<file path="src/rtl/mips_mc_controller.sv">
// Multicycle MIPS control FSM. One memory port is shared between instruction
// fetch and load/store. Accesses use a mem_req/mem_ready handshake, so slow
// memory stalls the FSM.
// MEM_TIMEOUT > 0 bounds each memory wait; after that many cycles without
// mem_ready, mem_err pulses for one cycle and the FSM returns to FETCH.
// Optional feature macro: MC_PERF_CNT_EN adds the cycle_cnt and instr_cnt
// performance counters.
module mips_mc_controller #(
    parameter int MEM_TIMEOUT = 0
) (
    input  logic        clk,
    input  logic        reset,
    input  logic [5:0]  op,
    input  logic [5:0]  funct,
    input  logic        zero,
    input  logic        mem_ready,
    output logic        mem_req,
    output logic        mem_write,
    output logic        iord,
    output logic        ir_write,
    output logic        pc_en,
    output logic [1:0]  pc_src,
    output logic        reg_write,
    output logic        reg_dst,
    output logic        mem_to_reg,
    output logic        alu_src_a,
    output logic [1:0]  alu_src_b,
    output logic [2:0]  alu_control,
    output logic        illegal,
    output logic        mem_err,
    output logic [3:0]  state_dbg
`ifdef MC_PERF_CNT_EN
    ,
    output logic [31:0] cycle_cnt,
    output logic [31:0] instr_cnt
`endif
);

    typedef enum logic [3:0] {
        FETCH  = 4'd0,
        DECODE = 4'd1,
        MEMADR = 4'd2,
        MEMRD  = 4'd3,
        MEMWB  = 4'd4,
        MEMWR  = 4'd5,
        EXEC   = 4'd6,
        ALUWB  = 4'd7,
        BRANCH = 4'd8,
        ADDIEX = 4'd9,
        ADDIWB = 4'd10,
        JUMP   = 4'd11,
        JR     = 4'd12
    } state_t;

    localparam logic [5:0] OP_RTYPE = 6'b000000;
    localparam logic [5:0] OP_LW    = 6'b100011;
    localparam logic [5:0] OP_SW    = 6'b101011;
    localparam logic [5:0] OP_BEQ   = 6'b000100;
    localparam logic [5:0] OP_ADDI  = 6'b001000;
    localparam logic [5:0] OP_J     = 6'b000010;
    localparam logic [5:0] FN_JR    = 6'b001000;

    state_t state, state_nxt;
    logic   mem_wait;    // in a memory state and memory not ready
    logic   timeout;     // this wait cycle exhausts the budget
    logic   completing;  // instruction retires on this clock edge

    // A memory state waiting on the handshake.
    assign mem_wait = ((state == FETCH) || (state == MEMRD) || (state == MEMWR)) && !mem_ready;

    // The counter holds the number of wait cycles already spent in the current
    // memory state. The wait that would bring it to MEM_TIMEOUT is the
    // timeout cycle.
    generate
        if (MEM_TIMEOUT > 0) begin : g_timeout
            localparam int CW = (MEM_TIMEOUT > 1) ? $clog2(MEM_TIMEOUT) : 1;
            logic [CW-1:0] wait_cnt;

            assign timeout = mem_wait && (wait_cnt == CW'(MEM_TIMEOUT - 1));

            // Count consecutive waits. Clear on any exit, so every entry starts at 0.
            always_ff @(posedge clk or negedge reset) begin
                if (!reset)                   wait_cnt <= '0;
                else if (mem_wait && !timeout) wait_cnt <= wait_cnt + CW'(1);
                else                          wait_cnt <= '0;
            end
        end else begin : g_no_timeout
            assign timeout = 1'b0;
        end
    endgenerate

    // State register.
    always_ff @(posedge clk or negedge reset) begin
        if (!reset) state <= FETCH;
        else        state <= state_nxt;
    end

    assign state_dbg = state;

    // Next-state and Moore outputs. All outputs are held at 0 while reset is low.
    always_comb begin
        state_nxt   = FETCH;
        mem_req     = 1'b0;
        mem_write   = 1'b0;
        iord        = 1'b0;
        ir_write    = 1'b0;
        pc_en       = 1'b0;
        pc_src      = 2'b00;
        reg_write   = 1'b0;
        reg_dst     = 1'b0;
        mem_to_reg  = 1'b0;
        alu_src_a   = 1'b0;
        alu_src_b   = 2'b00;
        alu_control = 3'b000;
        illegal     = 1'b0;
        mem_err     = 1'b0;
        completing  = 1'b0;
        if (reset) begin
            case (state)
                FETCH: begin
                    mem_req     = 1'b1;
                    alu_src_b   = 2'b01;
                    alu_control = 3'b010;
                    ir_write    = mem_ready;
                    pc_en       = mem_ready;
                    if (mem_ready)    state_nxt = DECODE;
                    else if (timeout) mem_err   = 1'b1;
                    else              state_nxt = FETCH;
                end
                DECODE: begin
                    alu_src_b   = 2'b11;
                    alu_control = 3'b010;
                    case (op)
                        OP_LW, OP_SW: state_nxt = MEMADR;
                        OP_BEQ:       state_nxt = BRANCH;
                        OP_ADDI:      state_nxt = ADDIEX;
                        OP_J:         state_nxt = JUMP;
                        OP_RTYPE: begin
                            case (funct)
                                FN_JR:                           state_nxt = JR;
                                6'b100000, 6'b100010, 6'b100100,
                                6'b100101, 6'b101010:            state_nxt = EXEC;
                                default:                         illegal   = 1'b1;
                            endcase
                        end
                        default: illegal = 1'b1;
                    endcase
                end
                MEMADR: begin
                    alu_src_a   = 1'b1;
                    alu_src_b   = 2'b10;
                    alu_control = 3'b010;
                    state_nxt   = (op == OP_SW) ? MEMWR : MEMRD;
                end
                MEMRD: begin
                    mem_req = 1'b1;
                    iord    = 1'b1;
                    if (mem_ready)    state_nxt = MEMWB;
                    else if (timeout) mem_err   = 1'b1;
                    else              state_nxt = MEMRD;
                end
                MEMWB: begin
                    reg_write  = 1'b1;
                    mem_to_reg = 1'b1;
                    completing = 1'b1;
                end
                MEMWR: begin
                    mem_req   = 1'b1;
                    mem_write = 1'b1;
                    iord      = 1'b1;
                    if (mem_ready)    completing = 1'b1;
                    else if (timeout) mem_err    = 1'b1;
                    else              state_nxt  = MEMWR;
                end
                EXEC: begin
                    alu_src_a = 1'b1;
                    state_nxt = ALUWB;
                    case (funct)
                        6'b100010: alu_control = 3'b110;
                        6'b100100: alu_control = 3'b000;
                        6'b100101: alu_control = 3'b001;
                        6'b101010: alu_control = 3'b111;
                        default:   alu_control = 3'b010;
                    endcase
                end
                ALUWB: begin
                    reg_write  = 1'b1;
                    reg_dst    = 1'b1;
                    completing = 1'b1;
                end
                BRANCH: begin
                    alu_src_a   = 1'b1;
                    alu_control = 3'b110;
                    pc_src      = 2'b01;
                    pc_en       = zero;
                    completing  = 1'b1;
                end
                ADDIEX: begin
                    alu_src_a   = 1'b1;
                    alu_src_b   = 2'b10;
                    alu_control = 3'b010;
                    state_nxt   = ADDIWB;
                end
                ADDIWB: begin
                    reg_write  = 1'b1;
                    completing = 1'b1;
                end
                JUMP: begin
                    pc_src     = 2'b10;
                    pc_en      = 1'b1;
                    completing = 1'b1;
                end
                JR: begin
                    pc_src     = 2'b11;
                    pc_en      = 1'b1;
                    completing = 1'b1;
                end
                default: state_nxt = FETCH;
            endcase
        end
    end

`ifdef MC_PERF_CNT_EN
    // Free-running cycle count and retired-instruction count. Both wrap naturally.
    always_ff @(posedge clk or negedge reset) begin
        if (!reset) begin
            cycle_cnt <= '0;
            instr_cnt <= '0;
        end else begin
            cycle_cnt <= cycle_cnt + 32'd1;
            instr_cnt <= instr_cnt + 32'(completing);
        end
    end
`else
    // Keeps the retire flag visibly consumed when the counters are not built.
    logic unused_completing;
    assign unused_completing = completing;
`endif

endmodule

</file>
<file path="config.mk">
export PLATFORM = sky130hd
export DESIGN_NAME = mips_mc_controller
export DESIGN_NICKNAME = d
export VERILOG_FILES = /design/src/rtl/mips_mc_controller.sv
export SDC_FILE = /design/constraint.sdc
export NUM_CORES = 1
export LEC_CHECK = 0
export CAP_MARGIN = 20
export CORE_MARGIN = 2
export CORE_UTILIZATION = 39
export DETAILED_ROUTE_END_ITERATION = 16
export GPL_TIMING_DRIVEN = 1
export HOLD_SLACK_MARGIN = 0.03
export PLACE_DENSITY = 0.79
export SLEW_MARGIN = 20
export SYNTH_ARGS = -nofsm -noshare
export SYNTH_HDL_FRONTEND = slang
export SYNTH_SLANG_ARGS = --single-unit
</file>
<file path="constraint.sdc">
create_clock -name clk -period 1.5 [get_ports clk]
set_input_delay 0.15 -clock clk [delete_from_list [all_inputs] [get_ports clk]]
set_output_delay 0.15 -clock clk [all_outputs]
set_load 0.01 [all_outputs]
</file>
==> results_dict.tcl, run 1 <==
set metrics [dict create \
    status "aborted with a tool error" \
    haltStage "global routing (5_1_grt)" \
    error_line "[ERROR DPL-0038] Utilization greater than 100%, impossible to legalize" \
    async_reset_ff_frac 1.00 \
    yosysSeqAreaShare 0.138 \
    clockBufferDepth 2 \
    io_pins 38 \
    synth_fp_nets 127 \
    syn_avg_cell_area_um2 6.53 \
    ys_dominant_reg_cell "dfrtp_1" \
    netlist_area_um2 724 \
    crit_endpoint "illegal" \
    synth_top_cell_area_share 0.138 \
    place_congestion 0.862 \
    clock_sinks 4 \
    synth.ff_latch_count 4 \
    synth_edf_count 0 \
    holdBufCountCts 0 \
    die_h_um 47.1 \
    endpoint_type "output port" \
    synth_top_area_cell "dfrtp_1" \
    die-width_um 47.1 \
    synth.distinct_cells 36 \
    root_buffer "clkbuf_4" \
    syn_inst 111 \
    yosys_warnings 0 \
    initial_core_util 0.415 \
    floorplan.rows 15 \
    hpwl_mm 2.35 \
    portBuffers 36 \
    grt_max_degree 15 \
    yosys-top-cells-area "dfrtp_1 14%, nor3_1 6.9%, o21ai_0 6.9%, nand2b_1 6.0%, a21oi_1 5.5%" \
    cts-buffers-inserted 3 \
    htreeDepth 1 \
    post_dp_cell_area_um2 1400 \
]
logic make-up after synthesis:
logic type	count (synthesis)	share of synthesized area
flops	4	0.138
other cells	1	0.00518
buf+inv	10	0.0604
compound gates	35	0.318
simple gates	60	0.466
xor+xnor	1	0.0121
what timing repair did:
item                                    4_1_cts
resized for setup                           151
endpoints found under the setup margin       25
buffers inserted                             12
pin swaps                                    24
cells in the mapped netlist (all sizes together), types with 4 or more instances:
master / n
o21ai: 11
nor2: 10
nor2b: 5
clkbuf: 4
nor3b: 4
nand2: 10
dfrtp: 4
nand2b: 7
a21oi: 8
nand3: 5
nor3: 10
per-stage QoR:
stage / cells / TNS, ns / worst slack (ns) / hold slack (ns)
detailed placement: 206 / -7.09 / -0.696 / 0.555
global placement: 206 / -6.05 / -0.635 / 0.538
CTS: 221 / -0.863 / -0.175 / 0.0974
floorplan: 111 / 0 / 0.0535 / -0.146
==> inputs of run 2 (changes only) <==
CORE_AREA = 2 2 63 65   (was default)
CORE_MARGIN = default   (was 2)
CORE_UTILIZATION = default   (was 39)
DIE_AREA = 0 0 65 67   (was default)
HOLD_SLACK_MARGIN = default   (was 0.03)
PLACE_DENSITY = default   (was 0.79)
PLACE_DENSITY_LB_ADDON = 0.15   (was default)
==> run 2 against run 1 <==
Compared with the run above: area after synthesis is the same; the flow now finishes, with violations (negative setup slack); synthesized cell count stayed put.
==> results_dict.tcl, run 2 <==
set metrics [dict create \
    status "complete, but fails checks" \
    violations "negative setup slack" \
    die_h_um 67 \
    core-area_um2 3610 \
    initial_core_util 0.201 \
    crit_arrival_ns 1.48 \
    io_pins 38 \
    syn_avg_cell_area_um2 6.53 \
    clock_sinks 4 \
    drv_cap 0 \
    clock_skew_ns 0.00119 \
    avgRoutedWirePerCell_um 13.1 \
    portBuffers 36 \
    synthSimpleGateAreaFrac 0.466 \
    layout_commonest_cell "buf_4" \
    synthAdderAreaFrac 0 \
    grt_pass1_wl_mm 5.20 \
    hpwl_mm 2.27 \
    final_cell_mix "53 x buf_4, 18 x buf_6, 17 x buf_2" \
    clock_latency_ns 0.22 \
    powerDensity_nw_per_um2 329 \
    yosys-top-cells-area "dfrtp_1 14%, nor3_1 6.9%, o21ai_0 6.9%, nand2b_1 6.0%, a21oi_1 5.5%" \
    root_buffer "clkbuf_8" \
    p_leak_uw 0.000845 \
    die_area_um2 4360 \
    ys_dominant_reg_cell "dfrtp_1" \
    cts-buffers-inserted 3 \
    synth_top_cell_area_share 0.138 \
    fmax_mhz 614 \
    synth_top_family_by_area "simple AND/OR/NAND/NOR gates" \
    die-width_um 65 \
    diodes 0 \
    grt_pass1_vias 1156 \
    rsz0062_at_grt "yes" \
    vias 1232 \
    peakVddDrop_mv 0.197 \
    setup_ws_ns -0.127 \
    clk_pin_slew_ns 0.03 \
    fin_cells 260 \
    place_congestion 0.824 \
    synth_edf_count 0 \
    synth_top_area_cell "dfrtp_1" \
    start_kind "flop" \
    period_needed_ns 1.63 \
    vias_per_cell 4.74 \
    synth.ff_latch_count 4 \
    pre_cts_ws_ns -0.661 \
    dpl.cell_count 236 \
    antenna_found_initial 0 \
    floorplan.rows 22 \
    min_path_type "in2reg" \
    yosysSeqAreaShare 0.138 \
    synth_xor_area_frac 0.0121 \
    detail-route-antenna-nets 0 \
    drt_iter0_markers 38 \
    area_growth_pct 157 \
    endpoint_kind "output port" \
    largest_reg_flops 4 \
    async_reset_ff_frac 1.00 \
    synth_fp_nets 127 \
    path_class "reg2out" \
    fin_setup_tns_ns -0.928 \
    grt_max_degree 9 \
    clockBufferDepth 2 \
    syn_inst 111 \
    synthMuxAreaShare 0 \
    utilization 0.517 \
    synth_common_cells "10 x nand2_1, 10 x nor2_1, 10 x nor3_1, 10 x o21ai_0, 8 x a21oi_1" \
    netlist_area_um2 724 \
    yosys_warnings 0 \
    slew_viol_final 0 \
    cp.required_ns 1.35 \
    wl_mm 3.40 \
    grt.overflow.total 0 \
    synth-compound-area-share 0.318 \
    drive_gt1_frac 0.651 \
    cts_tree "built" \
    dr.pass1.iters 4 \
    final_nets 230 \
    critPathMaxFanout 3 \
    fin_crit_sh 1.08 \
    htreeDepth 1 \
    drc 0 \
    grt_usage 0.153 \
    finalHoldViolCount 0 \
    finalSetupViolations 14 \
    synth.distinct_cells 36 \
]
run 2: cell counts after synthesis:
Identical to the previous run, type by type.
run 2: where the power goes:
group	internal (uW)	switching [uW]	total (uW)
logic	149	122	271
clock network	171	56.7	228
registers	111	3.08	114
total	431	182	613
run 2: timing repair:
item,CTS,global route
hold endpoints to repair,0,0
cloned,0,0
gates resized for setup,142,23
buffers inserted,14,7
hold buffers,0,0
setup endpoints to repair,24,20
pin swaps,16,12
run 2: worst max-delay path: stages (launching register included):
cell and delay, ns:
dfrtp_1 0.40, buf_6 0.14, nor2b_4 0.12, buf_4 0.13, buf_6 0.11, a31oi_1 0.17
nor2b_1 0.06, buf_2 0.14
run 2: layout make-up:
cell class                      instances  area [um^2]
Tap cell                               48         60.1
Sequential cell                         4          104
Fill cell                             372         1740
Clock buffer                            3         41.3
Inverter                                3         13.8
Multi-Input combinational cell         97          808
Timing Repair Buffer                  105          837
run 2: routing by layer:
metal	up-vias	GRT usage	wire length [um]
met4	0	0.0479	37
met1	575	0.176	1370
met2	38	0.295	1860
li1	615	-	-
met3	4	0.0152	124
met5	-	0	0
run 2: cells by family (layout without fill, tap and decap cells):
kind of cell | count (synthesis) | in the layout
AO/OA/AOI/OAI | 35 | 35
buffers and inverters | 10 | 111
XOR/XNOR | 1 | 1
other | 1 | 1
AND/OR/NAND/NOR | 60 | 60
flip-flops | 4 | 4
run 2: path summary, 6_finish.rpt:
kind	from	endpoint	slack [ns]	cells past startpoint
max	state_dbg[2]	reg_write	-0.13	7
min	op[5]	state_dbg[3]	0.33	5
max reg2reg	state_dbg[2]	state_dbg[3]	-0.04	7
min reg2reg	state_dbg[3]	state_dbg[2]	0.82	3
max in group asynchronous	reset	state_dbg[3]	0.93	3
min in group asynchronous	reset	state_dbg[1]	0.36	2
run 2: through the flow:
step / hold WS (ns) / instance area (um^2) / total power [uW]
floorplan: -0.146 / 729 / 193
global placement: 0.499 / 1480 / 339
detailed placement: 0.512 / 1480 / 341
CTS: 0.354 / 1730 / 602
global route: 0.370 / 1860 / 654
finish: 0.327 / 1860 / 613
(Power assumes the default switching activity.)
